--- src/rtl/rf_writeback.sv ---
`default_nettype none

// Register-file writeback arbiter with a small in-order mul/div result buffer and busy scoreboard.
// Latency: ALU result written one cycle after sampling; mul/div result at least two cycles after handshake.
// Backpressure: ALU is never stalled; mul/div is throttled only through md_ready (buffer full).
module rf_writeback #(
    parameter int FIFO_DEPTH = 2
) (
    input  logic        clk,
    input  logic        rst_n,
    input  logic        alu_valid,
    input  logic [4:0]  alu_rd,
    input  logic [31:0] alu_data,
    input  logic        md_valid,
    input  logic [4:0]  md_rd,
    input  logic [31:0] md_data,
    output logic        md_ready,
    input  logic        iss_valid,
    input  logic [4:0]  iss_rd,
    input  logic [4:0]  chk_rs1,
    input  logic [4:0]  chk_rs2,
    output logic        stall,
    output logic [4:0]  wR,
    output logic [31:0] wD,
    output logic        rf_we
);

    typedef struct packed {
        logic [4:0]  rd;
        logic [31:0] data;
    } md_ent_t;

    localparam int ENT_W = $bits(md_ent_t);

    logic          alu_req;
    logic          fifo_push;
    logic          fifo_pop;
    logic          fifo_rdy;
    logic          fifo_vld;
    md_ent_t       push_ent;
    md_ent_t       head;
    logic [31:0]   busy;
    logic [31:0]   busy_nxt;

    assign alu_req  = alu_valid && (alu_rd != 5'd0);
    assign md_ready = fifo_rdy;

    // Writes to x0 are accepted on the handshake but never buffered.
    assign fifo_push = md_valid && fifo_rdy && (md_rd != 5'd0);
    assign fifo_pop  = !alu_req && fifo_vld;

    assign push_ent.rd   = md_rd;
    assign push_ent.data = md_data;

    rf_wb_fifo #(
        .DEPTH (FIFO_DEPTH),
        .WIDTH (ENT_W)
    ) u_md_fifo (
        .clk      (clk),
        .rst_n    (rst_n),
        .push_vld (fifo_push),
        .push_dat (push_ent),
        .push_rdy (fifo_rdy),
        .pop_vld  (fifo_vld),
        .pop_rdy  (fifo_pop),
        .pop_dat  (head)
    );

    always_ff @(posedge clk or negedge rst_n) begin
        if (!rst_n) begin
            wR    <= 5'd0;
            wD    <= 32'd0;
            rf_we <= 1'b0;
        end else begin
            rf_we <= 1'b0;
            if (alu_req) begin
                wR    <= alu_rd;
                wD    <= alu_data;
                rf_we <= 1'b1;
            end else if (fifo_vld) begin
                wR    <= head.rd;
                wD    <= head.data;
                rf_we <= 1'b1;
            end
        end
    end

    // Clear first so a same-edge issue to the retiring register keeps it busy.
    always_comb begin
        busy_nxt = busy;
        if (fifo_pop) begin
            busy_nxt[head.rd] = 1'b0;
        end
        if (iss_valid && (iss_rd != 5'd0)) begin
            busy_nxt[iss_rd] = 1'b1;
        end
        busy_nxt[0] = 1'b0;
    end

    always_ff @(posedge clk or negedge rst_n) begin
        if (!rst_n) begin
            busy <= 32'd0;
        end else begin
            busy <= busy_nxt;
        end
    end

    assign stall = ((chk_rs1 != 5'd0) && busy[chk_rs1]) ||
                   ((chk_rs2 != 5'd0) && busy[chk_rs2]);

endmodule

// Generic synchronous FIFO, show-ahead head, no bypass.
// Latency: a pushed entry is visible at pop_dat the cycle after the push edge.
// Backpressure: push_rdy reflects the registered count only, independent of a same-cycle pop.
module rf_wb_fifo #(
    parameter int DEPTH = 2,
    parameter int WIDTH = 8
) (
    input  logic             clk,
    input  logic             rst_n,
    input  logic             push_vld,
    input  logic [WIDTH-1:0] push_dat,
    output logic             push_rdy,
    output logic             pop_vld,
    input  logic             pop_rdy,
    output logic [WIDTH-1:0] pop_dat
);

    localparam int PW = (DEPTH > 1) ? $clog2(DEPTH) : 1;
    localparam int CW = $clog2(DEPTH + 1);

    logic [WIDTH-1:0] mem [DEPTH];
    logic [PW-1:0]    wr_ptr;
    logic [PW-1:0]    rd_ptr;
    logic [CW-1:0]    count;
    logic             do_push;
    logic             do_pop;

    function automatic logic [PW-1:0] ptr_inc(input logic [PW-1:0] p);
        return (p == PW'(DEPTH - 1)) ? '0 : p + PW'(1);
    endfunction

    assign push_rdy = (count < CW'(DEPTH));
    assign pop_vld  = (count != '0);
    assign pop_dat  = mem[rd_ptr];
    assign do_push  = push_vld && push_rdy;
    assign do_pop   = pop_vld && pop_rdy;

    always_ff @(posedge clk or negedge rst_n) begin
        if (!rst_n) begin
            wr_ptr <= '0;
            rd_ptr <= '0;
            count  <= '0;
        end else begin
            if (do_push) begin
                wr_ptr <= ptr_inc(wr_ptr);
            end
            if (do_pop) begin
                rd_ptr <= ptr_inc(rd_ptr);
            end
            case ({do_push, do_pop})
                2'b10:   count <= count + CW'(1);
                2'b01:   count <= count - CW'(1);
                default: count <= count;
            endcase
        end
    end

    // Storage needs no reset; validity is tracked by count.
    always_ff @(posedge clk) begin
        if (do_push) begin
            mem[wr_ptr] <= push_dat;
        end
    end

endmodule

`default_nettype wire

--- config.mk ---
export PLATFORM = sky130hd
export DESIGN_NAME = rf_writeback
export DESIGN_NICKNAME = d
export VERILOG_FILES = /design/src/rtl/rf_writeback.sv
export SDC_FILE = /design/constraint.sdc
export NUM_CORES = 1
export LEC_CHECK = 0
export CORE_MARGIN = 8
export CORE_UTILIZATION = 45
export DETAILED_ROUTE_END_ITERATION = 10
export GPL_TIMING_DRIVEN = 0
export HOLD_SLACK_MARGIN = 0.06
export PLACE_DENSITY_LB_ADDON = 0.05
export SYNTH_ARGS = -nofsm -noshare
export SYNTH_HDL_FRONTEND = slang
export SYNTH_SLANG_ARGS = --single-unit
--- constraint.sdc ---
create_clock -name clk -period 3.55 [get_ports clk]
set_clock_uncertainty 0.1 [all_clocks]
set_input_delay 0.5325 -clock clk [delete_from_list [all_inputs] [get_ports clk]]
set_output_delay 0.5325 -clock clk [all_outputs]
set_load 0.02 [all_outputs]
; After elaboration in Yosys (flattened, before gate mapping)
; Memory sizes are Yosys's and may differ from the RTL's.
; Index checks and enable logic that the tools add are counted.
[word_totals]
ff_bits = 73
mem_bits_rw = 74
in_bits = 94
output_inout_bits = 40
elab_cells = 66
n_memories = 1
[classes]
n_addsub = 4
magnitude_cmp = 7
eq_ne = 2
n_mux = 21
n_bitwise = 3
n_reduce_logical = 21
[mem_list]
columns = memory, words, word_bits, read_ports, rd_ports_with_merged_regs, wr, line_no
row1 = u_md_fifo.mem, 2, 37, 1, 0, 1, 133  ; logic [WIDTH-1:0] mem [DEPTH];
[ops]
columns = op, count
row1 = $mux W32, 4
row2 = $and A32 B32 Y32, 1
row3 = $not A32 Y32, 1
row4 = $or A32 B32 Y32, 1
row5 = $reduce_bool A5 Y1, 5
row6 = $lt A5 B6 Y1 const B, 4
row7 = $logic_and A1 B1 Y1, 11
row8 = $bmux W1 S5, 2
row9 = $demux W1 S5, 2
row10 = $ge A5 B1 Y1 const B, 2
row11 = $mux W1, 10
row12 = $mux W5, 2
row13 = $reduce_bool A2 Y1, 3
row14 = $pmux W2 S2, 1
row15 = $add A1 B1 Y1 const B, 2
row16 = $add A2 B1 Y2 const B, 1
row17 = $eq A2 B1 Y1 const B, 1
row18 = $eq A2 B2 Y1 const B, 1
row19 = $lt A2 B2 Y1 const B, 1
row20 = $sub A2 B1 Y2 const B, 1
row21 = $logic_not A1 Y1, 1
row22 = $logic_or A1 B1 Y1, 1

; Longest topological paths before layout
; An unclocked memory read counts as a cell.
[logic_depth]
depth_word = 10
depth_mapped = 9
ltp_nobuf = 7

; Modules after synthesis
; Synthesis repeated with hierarchy kept, for this count alone.
[hier_totals]
cells_unflattened = 481
hier_area_um2 = 6729.0
[modules_own_cells]
columns = module, instances, cells_per_inst, area_per_inst_um2, seq_area_each_um2
row1 = rf_writeback, 1, 349, 3783.6, 1726.7
row2 = rf_wb_fifo, 1, 132, 2945.3, 2322.2

; Worst setup path before layout
; OpenSTA, ideal clock, no wires.
[synth_timing]
kind = register -> register
startpoint = register u_md_fifo.count[1]
endpoint = memory u_md_fifo.mem[0][0] (netlist bit) (enable)
setup_ns = 0.431
arrival_ns = 2.366
t_required_ns = 3.019
setup_slack_ns = 0.652
stages_incl_launch_ff = 4
n_path_buf = 0
synth_period_minus_slack_ns = 2.898
cell_sequence = dfrtp_1 > inv_1 > o211ai_1 > nor2_1
[synth_via]
elab_chain_cells = 6
[synth_lines]
columns = item, line_no
row1 = from (decl), 136  ; logic [CW-1:0] count;
row2 = from (signal assigned), 163  ; 2'b10: count <= count + CW'(1);
row3 = from (signal assigned), 164  ; 2'b01: count <= count - CW'(1);
row4 = from (signal assigned), 165  ; default: count <= count;
row5 = $lt A2 B2 Y1 *, 144  ; assign push_rdy = (count < CW'(DEPTH));
row6 = named net md_ready, 17  ; output logic md_ready,
row7 = $logic_and A1 B1 Y1 (2 in a row), 49  ; assign fifo_push = md_valid && fifo_rdy && (md_rd != 5'd0);
row8 = $logic_and A1 B1 Y1 *, 147  ; assign do_push = push_vld && push_rdy;
row9 = $mux W1 *, 172  ; if (do_push) begin
row10 = $mux W1 (implied by the code) *, 173  ; mem[wr_ptr] <= push_dat;
row11 = to (decl), 133
; Mark *: on every way through the listed nets, which the timed path passes. The rest lies on a longest branch.

; Worst setup path in the final report
[layout_timing]
startpoint = input chk_rs2[0]
endpoint = output stall
[layout_via]
elab_chain_cells = 4
elab_cells_between_ends = 5
classes_between = 2 x mux / 3 x reduce/logical
[layout_lines]
columns = item, line_no
row1 = from (decl), 21  ; input logic [4:0] chk_rs2,
row2 = $bmux W1 S5, 109  ; ((chk_rs2 != 5'd0) && busy[chk_rs2]);
row3 = $mux W1 (implied by the code), 109
row4 = $logic_and A1 B1 Y1 *, 109
row5 = $logic_or A1 B1 Y1 *, 108  ; assign stall = ((chk_rs1 != 5'd0) && busy[chk_rs1]) ||
row6 = to (decl), 22  ; output logic stall,
; Every way passes the cells marked *; elsewhere a longest branch is shown, timed or not. The select of a mux whose other input is x is not followed.

==> reports/summary.log <==
qor: run_status.run_status complete, no violations
qor: floorplanning.die-width 135.2 um
qor: route.first_iter_violations 302
qor: logic_synthesis.netlist-cell-type-count 42
qor: logic_synthesis.postSynthCellCount 536
qor: route.detail-route-antenna-nets 0
qor: route.drc_markers 0
qor: clock_network.postCtsSetupBuffers 0
qor: critical_path.startpoint_type input pin
qor: global_route.antenna_found_initial 0
qor: critical_path.setup.worst_path.class in2out
qor: timing.timing.slew.headroom 0.5378
qor: finish.finish.cell_count_without_fillers 881
qor: timing.post_layout_worst_setup_margin 242.5 ps
qor: floorplanning.design.portCount 134
qor: logic_synthesis.yosys_register_bits 147
qor: logic_synthesis.postSynthAreaPerCell 11.92 um^2
qor: pwr.power.total 6.803 mW
qor: global_route.overflow 0
qor: logic_synthesis.yosys_warnings 0
qor: placement.place_worst_setup_slack -175.7 ps
qor: timing.final-setup-viol-count 0
qor: placement.io_buffer_count 129
qor: logic_synthesis.post_synth_instance_area 6391 um^2
qor: placement.routabilityCongestion 0.8728
qor: timing.slew_viol_final 0
qor: timing.setup_repair_after_global_routing_missed_its_margin false
qor: critical_path.crit_path_end_kind output pin
qor: global_route.pin_count_of_the_biggest_net_entering_global_routing 45
qor: finish.design.final.nets 783
qor: timing.finalCritPeriodShare 0.9317
qor: finish.n_fill_cell 1,120
qor: route.drt_pass1_iterations 6
qor: route.route.vias.total 4,831
qor: critical_path.last_element_of_the_critical_path stall
qor: pwr.total_leakage_power 3.315 nW
qor: clock_network.cts_htree_levels 4
qor: clock_network.numCtsBuffers 17
qor: critical_path.crit_path_start chk_rs2[0]
qor: critical_path.timing.critical_path.fanout_max 10
qor: critical_path.setup.reg_to_reg.worst_slack 820 ps
qor: critical_path.critPathRequiredTime 2920 ps
qor: timing.finalWorstPathRequiredPeriod 3307 ps
qor: global_route.wire_length_of_the_first_global_routing_pass 26,780 um
qor: floorplanning.die_height 135.2 um
qor: clock_network.clk_root_buffer_cell clkbuf_16
qor: critical_path.critical_path_arrival 2670 ps
qor: worst_hold_path.worstHoldPathType reg2reg
qor: clock_network.clkLatencyLatePin 420 ps
qor: pwr.power.switching_fraction 0.3295
qor: floorplanning.rows 43
qor: logic_synthesis.synth.yosys.seq_area_share 0.6335
qor: global_route.first_global_vias 5,078
qor: logic_synthesis.synth.net_count 631
qor: pwr.power.share.sequential 0.381
qor: critical_path.r2r_end busy[24]
qor: pwr.clock_power_share 0.288
qor: route.viasPerCell 5.484
qor: pwr.p_int 4.561 mW
qor: floorplanning.floorplan.initialDensity 0.4604
qor: pwr.power_density 786.4 nW/um^2
qor: floorplanning.fp.dieArea 18,270 um^2
qor: pwr.ir_worst_vdd 0.4244 mV
qor: logic_synthesis.synth_top_cell_by_area edfxtp_1
qor: logic_synthesis.synth.top_cell.area_share 0.3477
qor: logic_synthesis.synth_async_sr_flop_share 0.4966
qor: critical_path.worst_r2r_startpoint u_md_fifo.rd_ptr
qor: clock_network.cts.clk_slew.worst_paths 60 ps
qor: global_route.grt_util_all_layers 0.1889
qor: placement.post-dp-hpwl 12,330 um
qor: route.routed_wirelength 16,910 um
qor: worst_hold_path.worst_hold_path.num_cells 2
qor: clock_network.cts_sinks 147
qor: timing.worst_slew_pin_slew 693.2 ps
qor: clock_network.ctsLongestPathBuffers 2
qor: pwr.switching_power 2.241 mW
qor: clock_network.cts_tree yes
qor: logic_synthesis.primary_ff_master_synth edfxtp_1
qor: finish.final_layout_size_suffix_gt1_frac 0.08845
qor: finish.final_core_util 0.6232
qor: run.maxCapViolations 0
qor: timing.hold_viol_final 0
qor: pwr.pwr-share-comb 0.331
qor: critical_path.timing.reg2reg.worst_path_depth 7
qor: placement.placedCellCount 848
qor: logic_synthesis.yosys-top-cells-area edfxtp_1 (35%), dfrtp_1 (29%), mux2i_1 (7.4%), o21ai_0 (7.0%), nand2_1 (3.3%)
qor: finish.syn2layout_area_growth 35.36%
qor: route.avgRoutedWirePerCell 19.20 um
qor: timing.maxClockFrequency 302.3 MHz
qor: logic_synthesis.synth-edff-count 74
qor: floorplanning.core_area 13,880 um^2
qor: finish.num_antenna_cells 0
qor: timing.fin_worst_hold_slack 425.8 ps
==> cell usage in the layout (no fill, tap or decap), types with 2 or more instances in the layout <==
| cell | n |
|---|---|
| a21oi_1 | 35 |
| a31oi_1 | 2 |
| buf_1 | 3 |
| buf_12 | 2 |
| buf_2 | 3 |
| buf_4 | 2 |
| bufinv_16 | 5 |
| clkbuf_1 | 21 |
| clkbuf_16 | 17 |
| clkdlybuf4s50_1 | 127 |
| clkinv_2 | 3 |
| clkinv_4 | 2 |
| clkinvlp_4 | 2 |
| dfrtp_1 | 73 |
| edfxtp_1 | 74 |
| inv_1 | 5 |
| mux2_2 | 5 |
| mux2i_1 | 47 |
| mux4_2 | 9 |
| nand2_1 | 56 |
| nand2b_1 | 2 |
| nand3_1 | 8 |
| nand3b_1 | 2 |
| nand4_1 | 3 |
| nor2_1 | 42 |
| nor2_4 | 2 |
| nor2b_1 | 7 |
| o211ai_1 | 2 |
| o21a_1 | 2 |
| o21ai_0 | 89 |
| o21ai_1 | 14 |
| o31ai_1 | 2 |
| or2_2 | 2 |
| or3_1 | 3 |
| or4_4 | 3 |
| xnor2_1 | 4 |
==> synth_stat cells (all sizes together), types with 3 or more instances <==
library cell and count:
a21oi 35, buf 8, clkbuf 21, dfrtp 73
edfxtp 74, inv 5, mux2 5, mux2i 47
mux4 9, nand2 56, nand3 8, nand4 3
nor2 44, nor2b 7, o21ai 103, or3 3
or4 4, xnor2 4
==> area by class of cell <==
class,instances,area [um^2],share of cell area
clock inverters,13,206.4,0.02386
well taps,180,225.2,0.02603
clock buffers,19,442.9,0.05120
repair buffers,133,1365,0.1578
inverters,5,18.77,0.002170
plain buffers,29,125.1,0.01446
flip-flops and latches,147,4049,0.4680
multi-input cells,355,2218,0.2564
==> flip-flops by register name, indices dropped and copies added, names as in the netlist <==
register          count
wD                   32
rf_we                 1
u_md_fifo.mem        74
wR                    5
u_md_fifo.wr_ptr      1
busy                 31
u_md_fifo.count       2
u_md_fifo.rd_ptr      1
==> how the worst min path moves through the flow <==
stage | slack, ps | end | startpoint
floorplan | 140 | busy[10] | rst_n
global placement | 380 | u_md_fifo.wr_ptr | u_md_fifo.wr_ptr
detailed placement | 400 | busy[19] | rst_n
CTS | 420 | busy[22] | busy[22]
global route | 450 | busy[22] | busy[22]
finish | 430 | busy[22] | busy[22]
==> power by group through the flow <==
stage | clock, mW | combinational (mW) | sequential, mW
after floorplan | 0 | 1.23 | 2.71
after global placement | 0 | 2.19 | 2.61
after detailed placement | 0 | 2.26 | 2.61
after CTS | 1.99 | 2.27 | 2.59
after global routing | 2.07 | 2.46 | 2.65
final | 1.96 | 2.25 | 2.59
==> through the flow <==
stage               cell area (um^2)  TNS (ps)
floorplan                       6391         0
global placement                7908   -129990
detailed placement              7988    -175.7
CTS                             8651         0
global route                    8651         0
finish                          8651         0
==> routing by layer <==
metal,up-vias,GRT usage,share of wire
met5,-,0,0
met2,147,0.2971,0.48
met3,17,0.05972,0.076
met1,2398,0.2418,0.44
met4,0,0.06539,0.012
li1,2269,-,-
==> repair_timing <==
action | 4_1_cts | 5_1_grt
hold buffers | 1 | 0
hold endpoints to repair | 29 | 0
endpoints found under the setup margin | 1 | 0
gates resized for setup | 4 | 0
==> cells by family after synthesis <==
family	share of synthesized area
buffers and inverters	0.02193
AO/OA/AOI/OAI	0.1247
multiplexers	0.1141
AND/OR/NAND/NOR	0.09691
XOR/XNOR	0.006852
flip-flops	0.6335
adder cells (fa/ha/maj)	0.001957
==> worst max-delay path, cell delays in order <==
cell             delay, ps
clkdlybuf4s50_1        510
buf_4                  210
mux2_2                 350
a221oi_1               250
a2111oi_1              100
a211oi_1               220
nand4_1                150
dlygate4sd2_1          350
No activity file was read; power rests on OpenSTA's default activity.
